$ cat config.mk
export PLATFORM = sky130hd
export DESIGN_NAME = adc_packetizer
export DESIGN_NICKNAME = d
export VERILOG_FILES = /design/src/rtl/adc_packetizer.sv
export SDC_FILE = /design/constraint.sdc
export NUM_CORES = 1
export LEC_CHECK = 0
export ABC_AREA = 1
export CAP_MARGIN = 20
export CORE_ASPECT_RATIO = 0.5
export CORE_MARGIN = 2
export CORE_UTILIZATION = 30
export CTS_CLUSTER_SIZE = 24
export DETAILED_ROUTE_END_ITERATION = 6
export PLACE_DENSITY = 0.63
export SLEW_MARGIN = 20
export SYNTH_ARGS = -nofsm -noshare
export SYNTH_HDL_FRONTEND = slang
export SYNTH_SLANG_ARGS = --single-unit
$ cat constraint.sdc
create_clock -name clk -period 2.2 [get_ports clk]
set_input_delay 0.55 -clock clk [delete_from_list [all_inputs] [get_ports clk]]
set_output_delay 0.55 -clock clk [all_outputs]
set_load 0.01 [all_outputs]
$ cat src/rtl/adc_packetizer.sv
// adc_packetizer
// Drains the four per-channel byte buffers (ADC1/2/4/8) in round-robin order.
// Each chunk of PAYLOAD_BYTES is wrapped in an 8-byte header and streamed
// byte-serially to udp_tx_top. Runs entirely in the clk_125m domain.
//
// Optional feature: define ADC_PKT_CHECKSUM_EN to append a 2-byte payload sum
// (mod 2^16, big-endian) after the payload.
//
// Ports:
//   clk          clk_125m
//   rst          synchronous active-high reset
//   en           allows new packets to start; a running packet always completes
//   fifo_ready   per-channel "holds >= PAYLOAD_BYTES" (bit0=ADC1 .. bit3=ADC8)
//   fifo_empty   per-channel buffer empty
//   fifo_dout    byte n on bits [8n+7:8n]; 1-cycle read latency
//   fifo_rd_en   one-hot read strobe
//   udp_tx_busy  transmitter still sending / in its own gap (sampled in IDLE)
//   udp_tx_valid high for the whole packet, contiguous
//   udp_tx_data  packet byte
//   pkt_count    packets completed
//   underflow    sticky: a read was issued to an empty buffer
module adc_packetizer #(
   parameter int          PAYLOAD_BYTES = 1024,
   parameter logic [15:0] MAGIC         = 16'hADC0,
   parameter int          GAP_CYCLES    = 12
) (
   input  logic        clk,
   input  logic        rst,
   input  logic        en,
   input  logic [3:0]  fifo_ready,
   input  logic [3:0]  fifo_empty,
   input  logic [31:0] fifo_dout,
   output logic [3:0]  fifo_rd_en,
   input  logic        udp_tx_busy,
   output logic        udp_tx_valid,
   output logic [7:0]  udp_tx_data,
   output logic [31:0] pkt_count,
   output logic        underflow
);

   // The shared counter walks header bytes (0..7), payload bytes and gap cycles.
   localparam int CNT_MAX0 = (PAYLOAD_BYTES > GAP_CYCLES) ? PAYLOAD_BYTES : GAP_CYCLES;
   localparam int CNT_MAX  = (CNT_MAX0 > 8) ? CNT_MAX0 : 8;
   localparam int CNT_W    = $clog2(CNT_MAX);
   localparam logic [CNT_W-1:0] LAST_PAY = CNT_W'(PAYLOAD_BYTES - 1);
   localparam logic [CNT_W-1:0] LAST_GAP = CNT_W'(GAP_CYCLES - 1);
   localparam logic [CNT_W-1:0] LAST_HDR = CNT_W'(7);

`ifdef ADC_PKT_CHECKSUM_EN
   typedef enum logic [2:0] {IDLE = 3'd0, HEADER = 3'd1, PAYLOAD = 3'd2, CSUM = 3'd3, GAP = 3'd4} state_t;
`else
   typedef enum logic [2:0] {IDLE = 3'd0, HEADER = 3'd1, PAYLOAD = 3'd2, GAP = 3'd4} state_t;
`endif

   state_t           state, state_nxt;
   logic [CNT_W-1:0] cnt, cnt_nxt;
   logic [1:0]       ptr, ch, ch_nxt, pick, cand;
   logic             found, start, pkt_done;
   logic [31:0]      seq;
   logic [7:0]       hdr_q, hdr_nxt, pay_byte;
   logic             sel_fifo, sel_nxt, valid_nxt;
   logic [3:0]       rd_nxt;
`ifdef ADC_PKT_CHECKSUM_EN
   logic [15:0]      sum_q, sum_nxt;
`endif

   // Round-robin search: first ready channel above the last one served.
   always_comb begin
      pick  = ptr;
      found = 1'b0;
      cand  = '0;
      for (int i = 1; i <= 4; i++) begin
         cand = ptr + 2'(i);
         if (!found && fifo_ready[cand]) begin
            pick  = cand;
            found = 1'b1;
         end
      end
   end

   assign start  = (state == IDLE) && en && !udp_tx_busy && found;
   assign ch_nxt = start ? pick : ch;

   // fifo_dout comes straight from the buffer's output register, so payload
   // bytes are forwarded without a second register stage; this is what lets the
   // first payload byte follow the last header byte with no bubble.
   assign pay_byte    = fifo_dout[8*ch +: 8];
   assign udp_tx_data = sel_fifo ? pay_byte : hdr_q;

`ifdef ADC_PKT_CHECKSUM_EN
   assign sum_nxt  = (state == PAYLOAD) ? sum_q + {8'd0, pay_byte} : sum_q;
   assign pkt_done = (state == CSUM) && (cnt == CNT_W'(1));
`else
   assign pkt_done = (state == PAYLOAD) && (cnt == LAST_PAY);
`endif

   // FSM state register
   always_ff @(posedge clk) begin
      if (rst) begin
         state <= IDLE;
         cnt   <= '0;
      end else begin
         state <= state_nxt;
         cnt   <= cnt_nxt;
      end
   end

   // FSM next-state logic
   always_comb begin
      state_nxt = state;
      cnt_nxt   = cnt;
      case (state)
         IDLE: begin
            if (start) begin
               state_nxt = HEADER;
               cnt_nxt   = '0;
            end
         end
         HEADER: begin
            if (cnt == LAST_HDR) begin
               state_nxt = PAYLOAD;
               cnt_nxt   = '0;
            end else begin
               cnt_nxt = cnt + CNT_W'(1);
            end
         end
         PAYLOAD: begin
            if (cnt == LAST_PAY) begin
`ifdef ADC_PKT_CHECKSUM_EN
               state_nxt = CSUM;
`else
               state_nxt = GAP;
`endif
               cnt_nxt = '0;
            end else begin
               cnt_nxt = cnt + CNT_W'(1);
            end
         end
`ifdef ADC_PKT_CHECKSUM_EN
         CSUM: begin
            if (cnt == CNT_W'(1)) begin
               state_nxt = GAP;
               cnt_nxt   = '0;
            end else begin
               cnt_nxt = cnt + CNT_W'(1);
            end
         end
`endif
         GAP: begin
            if (cnt == LAST_GAP) begin
               state_nxt = IDLE;
               cnt_nxt   = '0;
            end else begin
               cnt_nxt = cnt + CNT_W'(1);
            end
         end
         default: begin
            state_nxt = IDLE;
            cnt_nxt   = '0;
         end
      endcase
   end

   // FSM output logic: values the output registers take at the next edge,
   // decoded from where the FSM will be in the next cycle.
   always_comb begin
      valid_nxt = 1'b0;
      hdr_nxt   = 8'd0;
      sel_nxt   = 1'b0;
      rd_nxt    = 4'd0;
      case (state_nxt)
         HEADER: begin
            valid_nxt = 1'b1;
            case (cnt_nxt[2:0])
               3'd0: hdr_nxt = MAGIC[15:8];
               3'd1: hdr_nxt = MAGIC[7:0];
               3'd2: hdr_nxt = {6'd0, ch_nxt};
               3'd3: hdr_nxt = {7'd0, underflow};
               3'd4: hdr_nxt = seq[31:24];
               3'd5: hdr_nxt = seq[23:16];
               3'd6: hdr_nxt = seq[15:8];
               default: hdr_nxt = seq[7:0];
            endcase
            // Pre-fetch: the read issued during the last header byte returns
            // the first payload byte.
            if (cnt_nxt == LAST_HDR) rd_nxt = 4'b0001 << ch_nxt;
         end
         PAYLOAD: begin
            valid_nxt = 1'b1;
            sel_nxt   = 1'b1;
            if (cnt_nxt != LAST_PAY) rd_nxt = 4'b0001 << ch_nxt;
         end
`ifdef ADC_PKT_CHECKSUM_EN
         CSUM: begin
            valid_nxt = 1'b1;
            hdr_nxt   = (cnt_nxt == '0) ? sum_nxt[15:8] : sum_nxt[7:0];
         end
`endif
         default: ;
      endcase
   end

   // Output and bookkeeping registers
   always_ff @(posedge clk) begin
      if (rst) begin
         ptr          <= 2'd3;
         ch           <= 2'd0;
         seq          <= 32'd0;
         pkt_count    <= 32'd0;
         underflow    <= 1'b0;
         udp_tx_valid <= 1'b0;
         hdr_q        <= 8'd0;
         sel_fifo     <= 1'b0;
         fifo_rd_en   <= 4'd0;
      end else begin
         if (start) begin
            ptr <= pick;
            ch  <= pick;
         end
         if (pkt_done) begin
            seq       <= seq + 32'd1;
            pkt_count <= pkt_count + 32'd1;
         end
         if (|(fifo_rd_en & fifo_empty)) underflow <= 1'b1;
         udp_tx_valid <= valid_nxt;
         hdr_q        <= hdr_nxt;
         sel_fifo     <= sel_nxt;
         fifo_rd_en   <= rd_nxt;
      end
   end

`ifdef ADC_PKT_CHECKSUM_EN
   // Payload sum, restarted with every packet
   always_ff @(posedge clk) begin
      if (start) sum_q <= 16'd0;
      else       sum_q <= sum_nxt;
   end
`endif

endmodule

==> run summary, run 1 <==
Status: completed
Comb pwr share: 0.156
Startpoint Class: flop
Commonest cells after routing, fill and taps aside: nand2_1, nor2_1, buf_4
Synthesized instance count: 940
RSZ-0062 raised after global routing: yes
Relative max-transition margin: 0.6783
# diodes: 0
Final core occ: 0.4409
R2R depth: 15
IO Count: 90
Worst Path Max Fanout: 7
DP Area: 7750 um2
Post-synthesis sequential area ratio: 0.3257
Synth area leader: dfxtp_1
R2R Setup Slk: 0.06 ns
Total grt overflow: 0
Pwr dens: 458.4 nW/um2
Clock tree buffer depth: 2
Clk_lat worst skew: 0.36 ns
Routed wl met3: 1010 um
CTS buffer count: 9
Synth Area per Inst: 6.277 um2
Fmax: 466.2 MHz
Flop pwr share: 0.453
Pint: 0.002830 W
Final hold vios: 0
Total detailed-routing wirelength: 19,220 um
Starting Density: 0.3047
Antenna-violating nets left: 0
DP HPWL: 14,630 um
Global router's overall resource usage: 0.1839
PortBufs: 89
Drt pass-1 iters: 5
Clock power share: 0.391
Initial DRC count: 395
Critical path's largest stage delay: 0.36 ns
Clock sink count: 96
Row count: 36
Total die area: 20,870 um2
Post-route cell area: 8539 um2
VDD IR max: 0.4030 mV
Yosys top cell area share: 0.3257
Hold depth: 2
Uppermost layer routed: met4
WHS: 0.4873 ns
Initial antenna violation count: 0
Drt wl/cell: 13.74 um
H-Tree Depth: 3
Die height: 103.2 um
WHS Endpoint: pkt_count[4]
Commonest non-fill, non-tap cell in the layout: nand2_1
Met2 wire length: 8513 um
Synth Register Bits: 96
Fin crit share: 0.9750
CP max-delay cell: dfxtp_2
Largest net degree at the start of global routing: 62
Total of max-cap violations: 0
CP required: 2.43 ns
Area Overhead vs Synth: 44.72%
Tmin final: 2.145 ns
Critical path class: flop to flop
Post-DR vias/cell: 4.824
Hold crit path type: flop to flop
Syn. warnings: 0
Root buffer cell: clkbuf_16
Via count: 6,749
Clock skew: 0.01417 ns
CTS hold repair buffers: 0
Slew Limit Fails: 0
Vias in the first global route: 6,315
Critical path endpoint category: flop
TritonCTS clock tree: yes
Nets@finish: 1,175
Reg-to-reg startpoint: cnt[0]
Hold Path Origin: pkt_count[4]
First-pass GRT wire length: 31,100 um
CP Cell Sequence: ha_4 -> nand2_4 -> inv_4 -> nand2_4 -> nor2_4 -> nand3_4 -> nor3_4 -> buf_12 -> nand4_4 -> nor2_4 -> nand4_4 -> inv_4 -> nand2_2 -> nor2_2 -> nor3b_2
Metal-1 WL: 9477 um
Synth unique cells: 41
GPL Wtd Cong: 0.9032
R2R Path End: seq[19]
Main area contributors after synthesis: dfxtp_1, nand2_1, nor2_1, inv_1, a21oi_1
Final setup vio count: 0
Die W: 202.3 um
CP arrival: 2.38 ns
Actual slew at the worst max-slew pin: 0.4788 ns
Sw Pwr: 0.001085 W
Synthesized cell area: 5901 um2
Core area: 19,370 um2
Share of layout cells above drive strength 1: 0.2321
Synth Net Count: 987
Residual DRC: 0
Clk slew on worst S/H paths: 0.07 ns
Sw Share: 0.2770
Leak: 3.423 nW
## logic make-up (layout without fill, tap and decap cells)
kind of cell               Yosys count  in the layout  share of synthesized area
adders and majority gates            3              3                   0.006362
and+or+nand+nor                    557            557                     0.4277
buffers and inverters              129            322                    0.08397
AOI/OAI and AO/OA                  128            128                     0.1160
xor gates and xnor gates            26             26                    0.03859
muxes                                1              1                   0.001696
DFF                                 96             96                     0.3257
## routing by layer
| metal | track usage | up-vias |
|---|---|---|
| met5 | 0 | - |
| met4 | 0.04099 | 0 |
| met3 | 0.03603 | 20 |
| met2 | 0.3064 | 165 |
| met1 | 0.2493 | 3119 |
| li1 | - | 3445 |
## layout make-up
type / instances / area [um2]
fillers: 1986 / 10830
multi-input cells: 715 / 3845
flip-flops and latches: 96 / 1932
repair buffers: 200 / 1745
inverters: 106 / 405.4
well taps: 266 / 332.8
clock buffers: 10 / 229.0
clock inverters: 6 / 50.05
## power by group through the flow
stage | Clock (W) | Combinational [W] | Sequential [W]
detailed placement | 0 | 0.000544 | 0.00181
global placement | 0 | 0.000536 | 0.00181
CTS | 0.00156 | 0.000585 | 0.00177
finish | 0.00153 | 0.000610 | 0.00178
floorplan | 0 | 0.000271 | 0.00181
global route | 0.00164 | 0.000674 | 0.00178
## critical path, delay by kind of cell (launching register included)
kind	cells	cell delay (ns)
simple gates	11	1.13
flops	1	0.36
buf+inv	3	0.34
fa+ha+maj	1	0.17
## stage by stage
step / setup TNS, ns / total power, W / worst slack, ns / cells
2_1_floorplan: 0 / 0.002080 / 0.02284 / 940
3_3_place_gp: -10.32 / 0.002348 / -0.4938 / 1364
3_5_place_dp: -12.57 / 0.002356 / -0.5663 / 1364
4_1_cts: 0 / 0.003922 / 0.01074 / 1386
5_1_grt: -0.8482 / 0.004095 / -0.09064 / 1399
6_report: 0 / 0.003915 / 0.05503 / 1399
## synth_stat cells, drive strengths merged
| cell type | n |
|---|---|
| nor2 | 156 |
| a211oi | 1 |
| clkbuf | 17 |
| a41oi | 1 |
| nor3 | 42 |
| nand2 | 266 |
| o211ai | 3 |
| nand3b | 1 |
| nor3b | 5 |
| a21oi | 55 |
| o21ai | 51 |
| mux2i | 1 |
| nor4 | 15 |
| nand4 | 24 |
| o21a | 3 |
| nand3 | 48 |
| xnor2 | 7 |
| buf | 6 |
| clkinv | 2 |
| o221a | 1 |
| dfxtp | 96 |
| a31oi | 12 |
| xor2 | 19 |
| o22ai | 1 |
| inv | 104 |
| ha | 3 |
## flip-flops by register name, indices dropped and copies added (netlist names)
signal	count
hdr_q	8
udp_tx_valid	1
fifo_rd_en	4
pkt_count	32
ch	2
sel_fifo	1
seq	32
cnt	10
underflow	1
state	3
ptr	2
## how the worst max path moves through the flow
stage,startpoint,end,cells after the start
CTS,cnt[1],pkt_count[30],16
detailed placement,fifo_ready[1],hdr_q[1],17
global route,cnt[0],fifo_rd_en[0],19
finish,cnt[0],seq[19],15
global placement,fifo_ready[1],hdr_q[6],15
floorplan,cnt[0],seq[17],14
## repair_timing
item / in CTS / in global routing
resized for setup: 72 / 77
cloned: 0 / 0
pin swaps: 22 / 34
buffers inserted: 6 / 13
hold endpoints to repair: 0 / 0
endpoints found under the setup margin: 32 / 36
No activity file was read; power rests on OpenSTA's default activity.
==> inputs of run 2 (changes only) <==
--- a/config.mk
+++ b/config.mk
@@ -12,8 +12,8 @@
 export CORE_UTILIZATION = 30
 export CTS_CLUSTER_SIZE = 24
 export DETAILED_ROUTE_END_ITERATION = 6
-export PLACE_DENSITY = 0.63
-export SLEW_MARGIN = 20
+export PLACE_DENSITY = 0.61
+export SLEW_MARGIN = 25
 export SYNTH_ARGS = -nofsm -noshare
 export SYNTH_HDL_FRONTEND = slang
 export SYNTH_SLANG_ARGS = --single-unit
==> constraint.sdc (replaced) <==
create_clock -name clk -period 2 [get_ports clk]
set_input_delay 0.5 -clock clk [delete_from_list [all_inputs] [get_ports clk]]
set_output_delay 0.5 -clock clk [all_outputs]
set_load 0.01 [all_outputs]
==> run 2 against run 1 <==
Net effect:
- the flow now finishes with violations (setup timing)
- worst setup slack lost 0.24 ns
- final cell count rose by 3.4%
- via count rose by 4.3%
- sequential share of layout area shrank 1.9 points
- non-clock buffer count is 48 higher
- clock skew is 0.00067 ns lower
- first-iteration DRC count grew 25%
- critical path depth grew 1
- combinational power increased by 38%
==> run summary, run 2 (synthesis gave the netlist of run 1 again) <==
Total die area: 20,870 um2
Hold crit path type: flop to flop
Pwr dens: 476.9 nW/um2
Root buffer cell: clkbuf_16
Core area: 19,370 um2
Total of max-cap violations: 0
Comb pwr share: 0.188
DP HPWL: 14,550 um
IO Count: 90
Global router's overall resource usage: 0.1876
Slew Limit Fails: 0
Sw Pwr: 0.001264 W
Antenna-violating nets left: 0
Total grt overflow: 0
Critical path class: flop to flop
CTS buffer count: 9
M3 GR Usage: 0.03258
R2R Setup Slk: -0.18 ns
RSZ-0062 raised after global routing: yes
Initial antenna violation count: 0
Final hold vios: 0
CTS hold repair buffers: 0
Leak: 3.840 nW
Failing checks: setup timing
Setup ws final: -0.1821 ns
Pint: 0.003225 W
Clock tree buffer depth: 2
Residual DRC: 0
Clk slew on worst S/H paths: 0.07 ns
Clock sink count: 96
Grt met1 use: 0.2584
Fmax: 458.3 MHz
Sw Share: 0.2816
Largest net degree at the start of global routing: 53
Die W: 202.3 um
Critical Path Sink: hdr_q[0]
Final core occ: 0.4860
R2R depth: 16
Grt met2 use: 0.3077
Registers with the most flip-flops: pkt_count (32), seq (32), cnt (10)
Vias in the first global route: 6,433
Worst Setup SP: cnt[0]
First-pass GRT wire length: 31,570 um
PortBufs: 89
TritonCTS clock tree: yes
Clock skew: 0.01350 ns
Clk_lat worst skew: 0.36 ns
Flop pwr share: 0.435
Initial DRC count: 495
Die height: 103.2 um
Area Overhead vs Synth: 59.54%
CP required: 2.28 ns
Critical path endpoint category: flop
Hold Path Origin: pkt_count[4]
Nets@finish: 1,223
Commonest cells after routing, fill and taps aside: nand2_1, buf_4, nor2_1
Total detailed-routing wirelength: 20,380 um
Actual slew at the worst max-slew pin: 0.4335 ns
Startpoint Class: flop
H-Tree Depth: 3
Tmin final: 2.182 ns
Final setup vio count: 35
Clock power share: 0.377
Worst Path Max Fanout: 5
Relative max-transition margin: 0.7088
Share of layout cells above drive strength 1: 0.3167
Reg-to-reg startpoint: cnt[0]
Hold depth: 2
CP arrival: 2.46 ns
Starting Density: 0.3047
Via count: 7,040
Status: complete, but fails checks
Commonest non-fill, non-tap cell in the layout: nand2_1
GPL Wtd Cong: 0.9236
Fin crit share: 1.091
Drt pass-1 iters: 5
Pwr Total: 0.004489 W
Row count: 36
Post-DR vias/cell: 4.865
VDD IR max: 0.4212 mV
Setup Total Neg Slack: -2.608 ns
R2R Path End: hdr_q[0]
Drt wl/cell: 14.08 um
Grt peak-use layer: met2
# diodes: 0
==> run 2: cell types whose count changed in the layout (fill, tap and decap cells not counted), moves of 9 or more <==
cell	before	now
buf_4	99	131
buf_6	9	20
clkdlybuf4s50_1	76	67
nand2_1	232	215
nand2_2	23	33
nor2_1	132	120
o21ai_0	33	14
o21ai_1	14	27
==> run 2: how the worst min path moves through the flow <==
stage / to
3_5_place_dp: pkt_count[4]
4_1_cts: seq[29]
2_1_floorplan: seq[4]
5_1_grt: seq[28]
3_3_place_gp: pkt_count[4]
6_report: pkt_count[4]
==> run 2: critical path: stages (launching register included) <==
cell and delay (ns):
dfxtp_4 0.36, ha_4 0.17, nand2_4 0.07, nor2_4 0.16, nand3_4 0.12, nand3_4 0.09
nand3_4 0.07, buf_6 0.14, nand2_4 0.06, nand2_4 0.07, buf_12 0.15, nor2_4 0.16
buf_4 0.13, nand3_1 0.07, nand2_1 0.11, nor2_1 0.05, a21oi_1 0.13
==> run 2: cell type report <==
class                      count  area [um2]
sequential                    96        1951
clock inverter                 5       41.29
tap                          266       332.8
clock buffer                  11       242.7
inverter                     106       439.2
timing repair buffer         248        2232
fill                        1945        9955
multi-input combinational    715        4175
==> run 2: timing repair <==
| action | in CTS | in global routing |
|---|---|---|
| endpoints found under the setup margin | 41 | 76 |
| gates cloned | 2 | 0 |
| gates resized for setup | 145 | 145 |
| buffers inserted | 24 | 16 |
| pin swaps | 57 | 71 |
==> run 2: per-layer routing <==
metal  up-vias  wire [um]
met1      3257       9450
met2       233       9282
met3        23       1336
met4         0        309
li1       3527          -
met5         -          0
==> run 2: metrics by stage <==
stage | hold WS [ns] | std cells | area, um2 | setup WS, ns
2_1_floorplan | 0.4502 | 940 | 5937 | -0.1199
6_report | 0.4840 | 1447 | 9414 | -0.1821
3_3_place_gp | 0.4656 | 1389 | 8011 | -0.6153
4_1_cts | 0.4857 | 1431 | 8790 | -0.1234
5_1_grt | 0.5051 | 1447 | 9414 | -0.2966
3_5_place_dp | 0.4741 | 1389 | 8011 | -0.6208
==> run 2: power by group through the flow <==
stage	Combinational, W	Clock, W	Sequential (W)
floorplan	0.000299	0	0.00199
global placement	0.000585	0	0.00199
detailed placement	0.000588	0	0.00199
CTS	0.000671	0.00175	0.00195
global route	0.000912	0.00181	0.00196
finish	0.000843	0.00169	0.00195
